[src/rtl/up2_timer_ctrl_if.sv]
// up2_timer_ctrl_if: button, direction, chain status and chain strobe signals
// between the timer controller and the up2_timer digit chain / user side.
//   master: drives the buttons, DIR and the chain status (ZERO/FULL), and
//           observes the strobes and status flags.
//   slave : the controller; consumes the buttons and status, and drives
//           INC/DEC/CNT_CLR plus RUNNING/ALARM/BUSY.
interface up2_timer_ctrl_if;
    logic BTN_START;
    logic BTN_RST;
    logic BTN_UP;
    logic BTN_DOWN;
    logic DIR;
    logic ZERO;
    logic FULL;
    logic INC;
    logic DEC;
    logic CNT_CLR;
    logic RUNNING;
    logic ALARM;
    logic BUSY;

    modport master (
        output BTN_START, BTN_RST, BTN_UP, BTN_DOWN, DIR, ZERO, FULL,
        input  INC, DEC, CNT_CLR, RUNNING, ALARM, BUSY
    );

    modport slave (
        input  BTN_START, BTN_RST, BTN_UP, BTN_DOWN, DIR, ZERO, FULL,
        output INC, DEC, CNT_CLR, RUNNING, ALARM, BUSY
    );
endinterface

[src/rtl/up2_timer_ctrl.sv]
// up2_timer_ctrl: sequences the up2_timer digit chain. Divides CLK into a
// count tick, runs the chain up or down, handles manual set/clear buttons,
// stops on terminal count and raises ALARM. Sole driver of INC/DEC/CNT_CLR.
//   CLK  : system clock, all state on the rising edge
//   CLR  : asynchronous active-low reset
//   bus  : slave side of up2_timer_ctrl_if (buttons, DIR, ZERO/FULL in;
//          INC/DEC/CNT_CLR strobes and RUNNING/ALARM/BUSY flags out)
module up2_timer_ctrl #(
    parameter int unsigned TICK_DIV = 50000000,
    parameter int unsigned PULSE_W  = 2
) (
    input  logic             CLK,
    input  logic             CLR,
    up2_timer_ctrl_if.slave  bus
);

    localparam int unsigned PRE_W = (TICK_DIV > 1) ? $clog2(TICK_DIV) : 1;
    localparam int unsigned PC_W  = (PULSE_W  > 1) ? $clog2(PULSE_W)  : 1;
    localparam logic [PRE_W-1:0] PRE_TOP = PRE_W'(TICK_DIV - 1);
    localparam logic [PC_W-1:0]  PC_TOP  = PC_W'(PULSE_W - 1);

    typedef enum logic [1:0] {IDLE, RUN, PAUSE, ALM} state_t;
    typedef enum logic [1:0] {PH_IDLE, PH_LOW, PH_GUARD} phase_t;

    state_t           state;
    phase_t           phase;
    logic [PRE_W-1:0] pre;
    logic [PC_W-1:0]  pcnt;
    logic             dir_q;
    logic             zero_m, zero_s;
    logic             full_m, full_s;
    logic             inc, dec, cnt_clr;
    logic             running, alarm, busy;

    // Manual requests: exactly one of UP/DOWN, and not against a terminal.
    logic up_ok, down_ok;
    always_comb begin
        up_ok   = bus.BTN_UP   && !bus.BTN_DOWN && !full_s;
        down_ok = bus.BTN_DOWN && !bus.BTN_UP   && !zero_s;
    end

    always_ff @(posedge CLK or negedge CLR) begin
        if (!CLR) begin
            state   <= IDLE;
            phase   <= PH_IDLE;
            pre     <= '0;
            pcnt    <= '0;
            dir_q   <= 1'b0;
            zero_m  <= 1'b0;
            zero_s  <= 1'b0;
            full_m  <= 1'b0;
            full_s  <= 1'b0;
            inc     <= 1'b1;
            dec     <= 1'b1;
            cnt_clr <= 1'b0;
            running <= 1'b0;
            alarm   <= 1'b0;
            busy    <= 1'b0;
        end else begin
            zero_m <= bus.ZERO;
            zero_s <= zero_m;
            full_m <= bus.FULL;
            full_s <= full_m;

            // Strobe engine: low phase, then guard phase, BUSY across both.
            // The FSM below may override these assignments when it starts a
            // new strobe (only when idle) or aborts for BTN_RST.
            case (phase)
                PH_IDLE: cnt_clr <= 1'b1;
                PH_LOW: begin
                    if (pcnt == PC_TOP) begin
                        phase   <= PH_GUARD;
                        pcnt    <= '0;
                        inc     <= 1'b1;
                        dec     <= 1'b1;
                        cnt_clr <= 1'b1;
                    end else begin
                        pcnt <= pcnt + 1'b1;
                    end
                end
                PH_GUARD: begin
                    if (pcnt == PC_TOP) begin
                        phase <= PH_IDLE;
                        busy  <= 1'b0;
                    end else begin
                        pcnt <= pcnt + 1'b1;
                    end
                end
                default: phase <= PH_IDLE;
            endcase

            if (bus.BTN_RST) begin
                // Abort whatever is in flight and start the clear sequence.
                inc     <= 1'b1;
                dec     <= 1'b1;
                cnt_clr <= 1'b0;
                phase   <= PH_LOW;
                pcnt    <= '0;
                busy    <= 1'b1;
                state   <= IDLE;
                running <= 1'b0;
                alarm   <= 1'b0;
                pre     <= '0;
            end else begin
                case (state)
                    IDLE: begin
                        if (bus.BTN_START) begin
                            if (!(bus.DIR && zero_s)) begin
                                dir_q   <= bus.DIR;
                                pre     <= '0;
                                state   <= RUN;
                                running <= 1'b1;
                            end
                        end else if (!busy && (up_ok || down_ok)) begin
                            inc   <= !up_ok;
                            dec   <= !down_ok;
                            phase <= PH_LOW;
                            pcnt  <= '0;
                            busy  <= 1'b1;
                        end
                    end
                    RUN: begin
                        if (bus.BTN_START) begin
                            // Pause wins over a coincident tick; prescaler holds.
                            state   <= PAUSE;
                            running <= 1'b0;
                        end else if (pre == PRE_TOP) begin
                            pre <= '0;
                            if (dir_q ? zero_s : full_s) begin
                                state   <= ALM;
                                running <= 1'b0;
                                alarm   <= 1'b1;
                            end else if (!busy) begin
                                inc   <= dir_q;
                                dec   <= !dir_q;
                                phase <= PH_LOW;
                                pcnt  <= '0;
                                busy  <= 1'b1;
                            end
                        end else begin
                            pre <= pre + 1'b1;
                        end
                    end
                    PAUSE: begin
                        if (bus.BTN_START) begin
                            state   <= RUN;
                            running <= 1'b1;
                        end else if (!busy && (up_ok || down_ok)) begin
                            inc   <= !up_ok;
                            dec   <= !down_ok;
                            phase <= PH_LOW;
                            pcnt  <= '0;
                            busy  <= 1'b1;
                        end
                    end
                    ALM: begin
                        if (bus.BTN_START) begin
                            state <= IDLE;
                            alarm <= 1'b0;
                        end
                    end
                    default: state <= IDLE;
                endcase
            end
        end
    end

    assign bus.INC     = inc;
    assign bus.DEC     = dec;
    assign bus.CNT_CLR = cnt_clr;
    assign bus.RUNNING = running;
    assign bus.ALARM   = alarm;
    assign bus.BUSY    = busy;

endmodule

[src/flat_wrapper.sv]
// flat-port wrapper written by rule: the top's interface ports become plain ports
module up2_timer_ctrl_flat 
#(
    parameter int unsigned TICK_DIV = 50000000,
    parameter int unsigned PULSE_W  = 2
)
  (CLK, CLR, bus_BTN_START, bus_BTN_RST, bus_BTN_UP, bus_BTN_DOWN, bus_DIR, bus_ZERO, bus_FULL, bus_INC, bus_DEC, bus_CNT_CLR, bus_RUNNING, bus_ALARM, bus_BUSY);
  up2_timer_ctrl_if bus_i ();
  input  logic CLK;
  input  logic CLR;
  input wire logic [$bits(bus_i.BTN_START)-1:0] bus_BTN_START;
  input wire logic [$bits(bus_i.BTN_RST)-1:0] bus_BTN_RST;
  input wire logic [$bits(bus_i.BTN_UP)-1:0] bus_BTN_UP;
  input wire logic [$bits(bus_i.BTN_DOWN)-1:0] bus_BTN_DOWN;
  input wire logic [$bits(bus_i.DIR)-1:0] bus_DIR;
  input wire logic [$bits(bus_i.ZERO)-1:0] bus_ZERO;
  input wire logic [$bits(bus_i.FULL)-1:0] bus_FULL;
  output wire logic [$bits(bus_i.INC)-1:0] bus_INC;
  output wire logic [$bits(bus_i.DEC)-1:0] bus_DEC;
  output wire logic [$bits(bus_i.CNT_CLR)-1:0] bus_CNT_CLR;
  output wire logic [$bits(bus_i.RUNNING)-1:0] bus_RUNNING;
  output wire logic [$bits(bus_i.ALARM)-1:0] bus_ALARM;
  output wire logic [$bits(bus_i.BUSY)-1:0] bus_BUSY;
  assign bus_i.BTN_START = bus_BTN_START;
  assign bus_i.BTN_RST = bus_BTN_RST;
  assign bus_i.BTN_UP = bus_BTN_UP;
  assign bus_i.BTN_DOWN = bus_BTN_DOWN;
  assign bus_i.DIR = bus_DIR;
  assign bus_i.ZERO = bus_ZERO;
  assign bus_i.FULL = bus_FULL;
  assign bus_INC = bus_i.INC;
  assign bus_DEC = bus_i.DEC;
  assign bus_CNT_CLR = bus_i.CNT_CLR;
  assign bus_RUNNING = bus_i.RUNNING;
  assign bus_ALARM = bus_i.ALARM;
  assign bus_BUSY = bus_i.BUSY;
  up2_timer_ctrl #(.TICK_DIV(TICK_DIV), .PULSE_W(PULSE_W)) u_core (.CLK(CLK), .CLR(CLR), .bus(bus_i));
endmodule
[config.mk]
export PLATFORM = sky130hd
export DESIGN_NAME = up2_timer_ctrl_flat
export DESIGN_NICKNAME = d
export VERILOG_FILES = /design/src/rtl/up2_timer_ctrl_if.sv /design/src/rtl/up2_timer_ctrl.sv /design/src/flat_wrapper.sv
export SDC_FILE = /design/constraint.sdc
export NUM_CORES = 1
export LEC_CHECK = 0
export CAP_MARGIN = 0
export CORE_MARGIN = 2
export CORE_UTILIZATION = 59
export CTS_CLUSTER_DIAMETER = 100
export DETAILED_ROUTE_END_ITERATION = 10
export PLACE_DENSITY = 0.79
export SETUP_SLACK_MARGIN = 0.02
export SLEW_MARGIN = 20
export SYNTH_ARGS = -nofsm -noshare
export SYNTH_HDL_FRONTEND = slang
export SYNTH_SLANG_ARGS = --single-unit
[constraint.sdc]
create_clock -name CLK -period 2.7 [get_ports CLK]
set_input_delay 0.405 -clock CLK [delete_from_list [all_inputs] [get_ports CLK]]
set_output_delay 0.405 -clock CLK [all_outputs]
set_load 0.02 [all_outputs]
==> impl_metrics.ini, run 1 <==
[grt]
gr-total-overflow = 0
grt_max_degree = 43
antenna_found_initial = 0
grt_pass1_wl_um = 9580
grt_usage = 0.243
grt_pass1_vias = 2010

[layout]
largest_register = u_core.pre
reg.largest.list = u_core.pre (26), u_core.phase (2), u_core.state (2)
drive_gt1_frac = 0.0936
final_common_cell = dfrtp_1
largest_register_ffs = 26
area_growth_pct = 11.9
n_fill_cell = 337
antenna_cells = 0
mostFrequentLayoutCells = dfrtp_1 (40), nor2_1 (37), nand2_1 (19)
fin_nets = 317

[sta]
slew_headroom = 0.393
worst_hold_slack_ps = 239
rsz0062_at_grt = false
fmax_mhz = 426
tightest_slew_ps = 910
finalCritPeriodShare = 0.869
slew_viol_final = 0
finalHoldViolCount = 0
tns_ps = 0
setup_viol = 0
finalWorstPathRequiredPeriod_ps = 2350
skew_ps = 3.26

[synthesis]
synth-edff-count = 0
netlist.area_leader.share = 0.393
ys.flop_type = dfrtp_1
avgSynthCellArea_um2 = 9.13
ys_async_sr_fraction = 1.00
synth_area_mm2 = 0.00255
synth.distinct_cells = 56
synth_area_leader_cell = dfrtp_1
synth_area_leaders = dfrtp_1 (39%), nor2_1 (5.5%), ha_1 (4.9%), xnor2_1 (4.5%), nand3_1 (3.3%)
synth_nets = 298
syn_inst = 279
seq_area_frac_synth = 0.414
yosysWarnings = 0
ys_ff_latch = 42

[clocking]
cts-resized-gates = 0
post_cts_buffers = 0
cts_sinks = 42
clk-insertion-delay-late_ps = 290
numCtsBuffers = 5
cts-htree-levels = 2
clockBufferDepth = 2
hold_buffers = 0
path_clk_slew_ps = 80
cts-root-buf = clkbuf_8
cts_tree = yes

[routing]
via_per_inst = 6.24
via_count = 2177
ant_nets = 0
firstDrtPassIters = 4
first_iter_violations = 220
drc_errors = 0
wirelength_um = 5520
routedWlPerCell_um = 15.8

[worst_setup_path]
crit_type = register to register
crit_chain = inv_1 > ha_1 > nor3b_1 > a311oi_4 > nor2_2 > buf_4 > nor2_1
r2r_end = u_core.pre[13]
crit_cells = 7
cp.required_ps = 2920
r2r_setup_slack_ps = 350
crit_buf_inv = 2
crit_end = u_core.pre[13]
worst_r2r_path_depth = 7
reg2reg_from = u_core.state[0]
start_kind = register
crit_slowest_cell = a311oi_4
arrival_ps = 2570
cp-end-kind = register
crit_path_start = u_core.state[0]
worstPathMaxFanout = 17
cpPeakStageDelay_ps = 730
cp_top_family = compound AO/OA/AOI/OAI gates

[pwr]
power_leakage_nw = 1.10
power_density_mw_per_mm2 = 629
power_mw = 1.79
vdd_drop_max_mv = 0.319

[floorplanning]
core_mm2 = 0.00409
start_util = 0.623
io_pins = 15
die_x_um = 69.7
dieArea_mm2 = 0.00486
rows = 23
die_h_um = 69.7

[status]
status = finished clean

[place]
portBuffers = 14
routabilityCongestion = 0.849
detailed_place_hpwl_um = 3910

[min_path]
min_path_type = primary input to asynchronous set/reset pin

[run]
cap_viol_max_count = 0
## per-stage QoR
stage | setup slack, ps | instances | area, um^2 | utilization
after floorplan | 538 | 279 | 2550 | -
after global placement | 93.1 | 341 | 2750 | 0.672
after detailed placement | 81.5 | 341 | 2750 | 0.672
after CTS | 174 | 349 | 2840 | 0.694
after global routing | 117 | 349 | 2850 | 0.697
final | 355 | 349 | 2850 | 0.697
## how the worst min path moves through the flow
stage,to,slack (ps),cells past startpoint
floorplan,u_core.bus.ALARM,110,0
finish,u_core.phase[1],240,1
global placement,u_core.zero_s,330,0
global route,u_core.phase[1],330,1
CTS,u_core.bus.ALARM,280,1
detailed placement,u_core.zero_s,340,0
## area by class of cell
type / instances / area [um^2] / share of cell area
inverters: 13 / 48.8 / 0.0171
multi-input cells: 214 / 1400 / 0.491
flip-flops and latches: 42 / 1050 / 0.370
well taps: 50 / 62.6 / 0.0220
repair buffers: 22 / 195 / 0.0685
clock inverters: 1 / 5.00 / 0.00176
clock buffers: 7 / 86.3 / 0.0303
## where the power goes
group	leakage [nW]	switching, mW	internal [mW]
Sequential	0.556	0.0715	0.702
Clock	0.0482	0.206	0.206
Combinational	0.496	0.353	0.252
## Yosys cell counts, drive strengths merged (3+ instances only)
| cell | n |
|---|---|
| xnor2 | 13 |
| o21ai | 14 |
| or3 | 3 |
| buf | 4 |
| nand4 | 11 |
| a31oi | 3 |
| xor2 | 8 |
| nor2 | 38 |
| dfrtp | 40 |
| nand3 | 17 |
| ha | 10 |
| inv | 13 |
| nor3 | 6 |
| nor4b | 4 |
| clkbuf | 6 |
| nor4 | 11 |
| and4 | 4 |
| or4bb | 3 |
| nand2 | 19 |
| a21oi | 12 |
| nor3b | 3 |
## logic make-up after synthesis
logic type / synth area share
buffers and inverters: 0.0418
DFF: 0.414
AOI/OAI and AO/OA: 0.141
adders and majority gates: 0.0491
and+or+nand+nor: 0.278
muxes: 0.00442
xor gates and xnor gates: 0.0722
## metal layers
layer	track usage	vias to the layer above	wire length (um)
met5	0	-	0
met4	0.0748	0	76
met3	0.0422	9	215
met2	0.395	44	2620
met1	0.334	1063	2610
li1	-	1061	-
## worst reg2reg max path, delay by kind of cell, from the launching register on
family          cells  cell delay, ps
fa+ha+maj           1             380
flops               1             430
buf+inv             2             360
compound gates      1             730
simple gates        3             390
Note: power is estimated with default switching activity, not from simulation.
==> run 2, diff against run 1 <==
Settings changed: CELL_PAD_IN_SITES_DETAIL_PLACEMENT set to 1, CELL_PAD_IN_SITES_GLOBAL_PLACEMENT set to 1, CORE_UTILIZATION 59 to 46, HOLD_SLACK_MARGIN set to 0.15, PLACE_DENSITY 0.79 to not set, PLACE_DENSITY_LB_ADDON set to 0.1.
==> impl_metrics.ini, run 2 (synthesis gave the netlist of run 1 again) <==
[status]
status = finished clean

[place]
detailed_place_hpwl_um = 4700
placed_area_mm2 = 0.00280
dp_cells = 365
routabilityCongestion = 0.818
portBuffers = 14

[sta]
worst_hold_slack_ps = 259
setup_viol = 0
tns_ps = 0
finalHoldViolCount = 0
slew_headroom = 0.360
skew_ps = 13.5
finalCritPeriodShare = 0.854
fmax_mhz = 434
finalWorstPathRequiredPeriod_ps = 2310
rsz0062_at_grt = false
slew_viol_final = 0
tightest_slew_ps = 960

[clocking]
cts_sinks = 42
path_clk_slew_ps = 80
cts-resized-gates = 0
hold_buffers = 0
cts_tree = yes
post_cts_buffers = 0
numCtsBuffers = 5
clk-insertion-delay-late_ps = 290
clockBufferDepth = 2
cts-htree-levels = 2
cts-root-buf = clkbuf_8

[layout]
instances_no_fill = 373
largest_register_ffs = 26
drive_gt1_frac = 0.0963
fin_area_mm2 = 0.00291
fin_nets = 319
final_common_cell = dfrtp_1
reg.largest.list = u_core.pre (26), u_core.phase (2), u_core.state (2)
area_growth_pct = 14.2
mostFrequentLayoutCells = dfrtp_1 (40), nor2_1 (37), nand2_1 (19)
largest_register = u_core.pre
antenna_cells = 0

[worst_setup_path]
cp_top_family = simple AND/OR/NAND/NOR gates
cp-end-kind = register
crit_type = register to register
worstPathMaxFanout = 7
crit_chain = or4_2 > nor4_1 > nand4_1 > o31a_1 > a311oi_1
cp.required_ps = 2900
r2r_end = u_core.bus.ALARM
arrival_ps = 2510
worst_r2r_path_depth = 5
reg2reg_from = u_core.pre[11]
crit_buf_inv = 0
r2r_setup_slack_ps = 390
crit_slowest_cell = or4_2
cpPeakStageDelay_ps = 660
start_kind = register

[routing]
routedWlPerCell_um = 16.9
drc_errors = 0
via_count = 2191
first_iter_violations = 102
ant_nets = 0
wirelength_um = 6310
via_per_inst = 5.87
firstDrtPassIters = 4

[pwr]
switching_share = 0.347
switching_power_uw = 659
combPwrFrac = 0.331
power_density_mw_per_mm2 = 653
power_leakage_nw = 1.12
vdd_drop_max_mv = 0.267
sequentialPowerShare = 0.410
p_int_mw = 1.24
power_mw = 1.90
clkPwrFrac = 0.260

[floorplanning]
rows = 27
core_mm2 = 0.00544
dieArea_mm2 = 0.00615
die_h_um = 78.4
start_util = 0.468
io_pins = 15
die_x_um = 78.4

[min_path]
min_path_type = primary input to asynchronous set/reset pin

[grt]
grt_pass1_vias = 2313
grt_usage = 0.230
grt_pass1_wl_um = 11300
gr-total-overflow = 0
antenna_found_initial = 0
grt_max_degree = 43

[run]
cap_viol_max_count = 0
==> run 2: cell count changes in the layout (fill, tap and decap cells not counted), sizes merged <==
cell,delta
bufinv,+1
buf,+2
clkinv,-1
==> run 2: power groups by stage <==
| stage | Combinational, mW | Clock [mW] | Sequential, mW |
|---|---|---|---|
| finish | 0.628 | 0.494 | 0.778 |
| global route | 0.710 | 0.530 | 0.788 |
| CTS | 0.636 | 0.505 | 0.777 |
| detailed placement | 0.630 | 0 | 0.789 |
| global placement | 0.615 | 0 | 0.786 |
| floorplan | 0.389 | 0 | 0.798 |
==> run 2: how the worst max path moves through the flow <==
stage | from | to | slack (ps) | cells after the start
2_1_floorplan | u_core.state[0] | u_core.pre[18] | 540 | 9
3_3_place_gp | bus_BTN_START | u_core.bus.DEC | 360 | 6
3_5_place_dp | bus_BTN_START | u_core.pre[13] | 290 | 7
4_1_cts | u_core.pre[16] | u_core.pre[10] | 390 | 6
5_1_grt | u_core.state[0] | u_core.pre[13] | 190 | 8
6_report | u_core.pre[11] | u_core.bus.ALARM | 390 | 5
==> run 2: stage by stage <==
| step | utilization | setup WS (ps) |
|---|---|---|
| finish | 0.535 | 395 |
| global route | 0.535 | 191 |
| CTS | 0.535 | 386 |
| detailed placement | 0.515 | 295 |
| global placement | 0.515 | 360 |
| floorplan | - | 538 |
==> run 2: final cells by class <==
type	count	area, um^2
inverter	13	48.8
fill	634	2530
timing repair buffer	24	223
sequential	42	1050
tap	72	90.1
clock buffer	7	76.3
multi-input combinational	214	1390
clock inverter	1	30.0
==> run 2: worst reg2reg max path: cells and delay by family, from the launching register on <==
family / cells / cell delay [ps]
flops: 1 / 460
simple gates: 3 / 1240
compound gates: 2 / 530
==> run 2: per-layer routing <==
layer,GRT usage,wire [um],up-vias
li1,-,-,1066
met1,0.310,2990,1095
met2,0.391,3110,24
met3,0.0322,145,6
met4,0.0544,67,0
met5,0,0,-
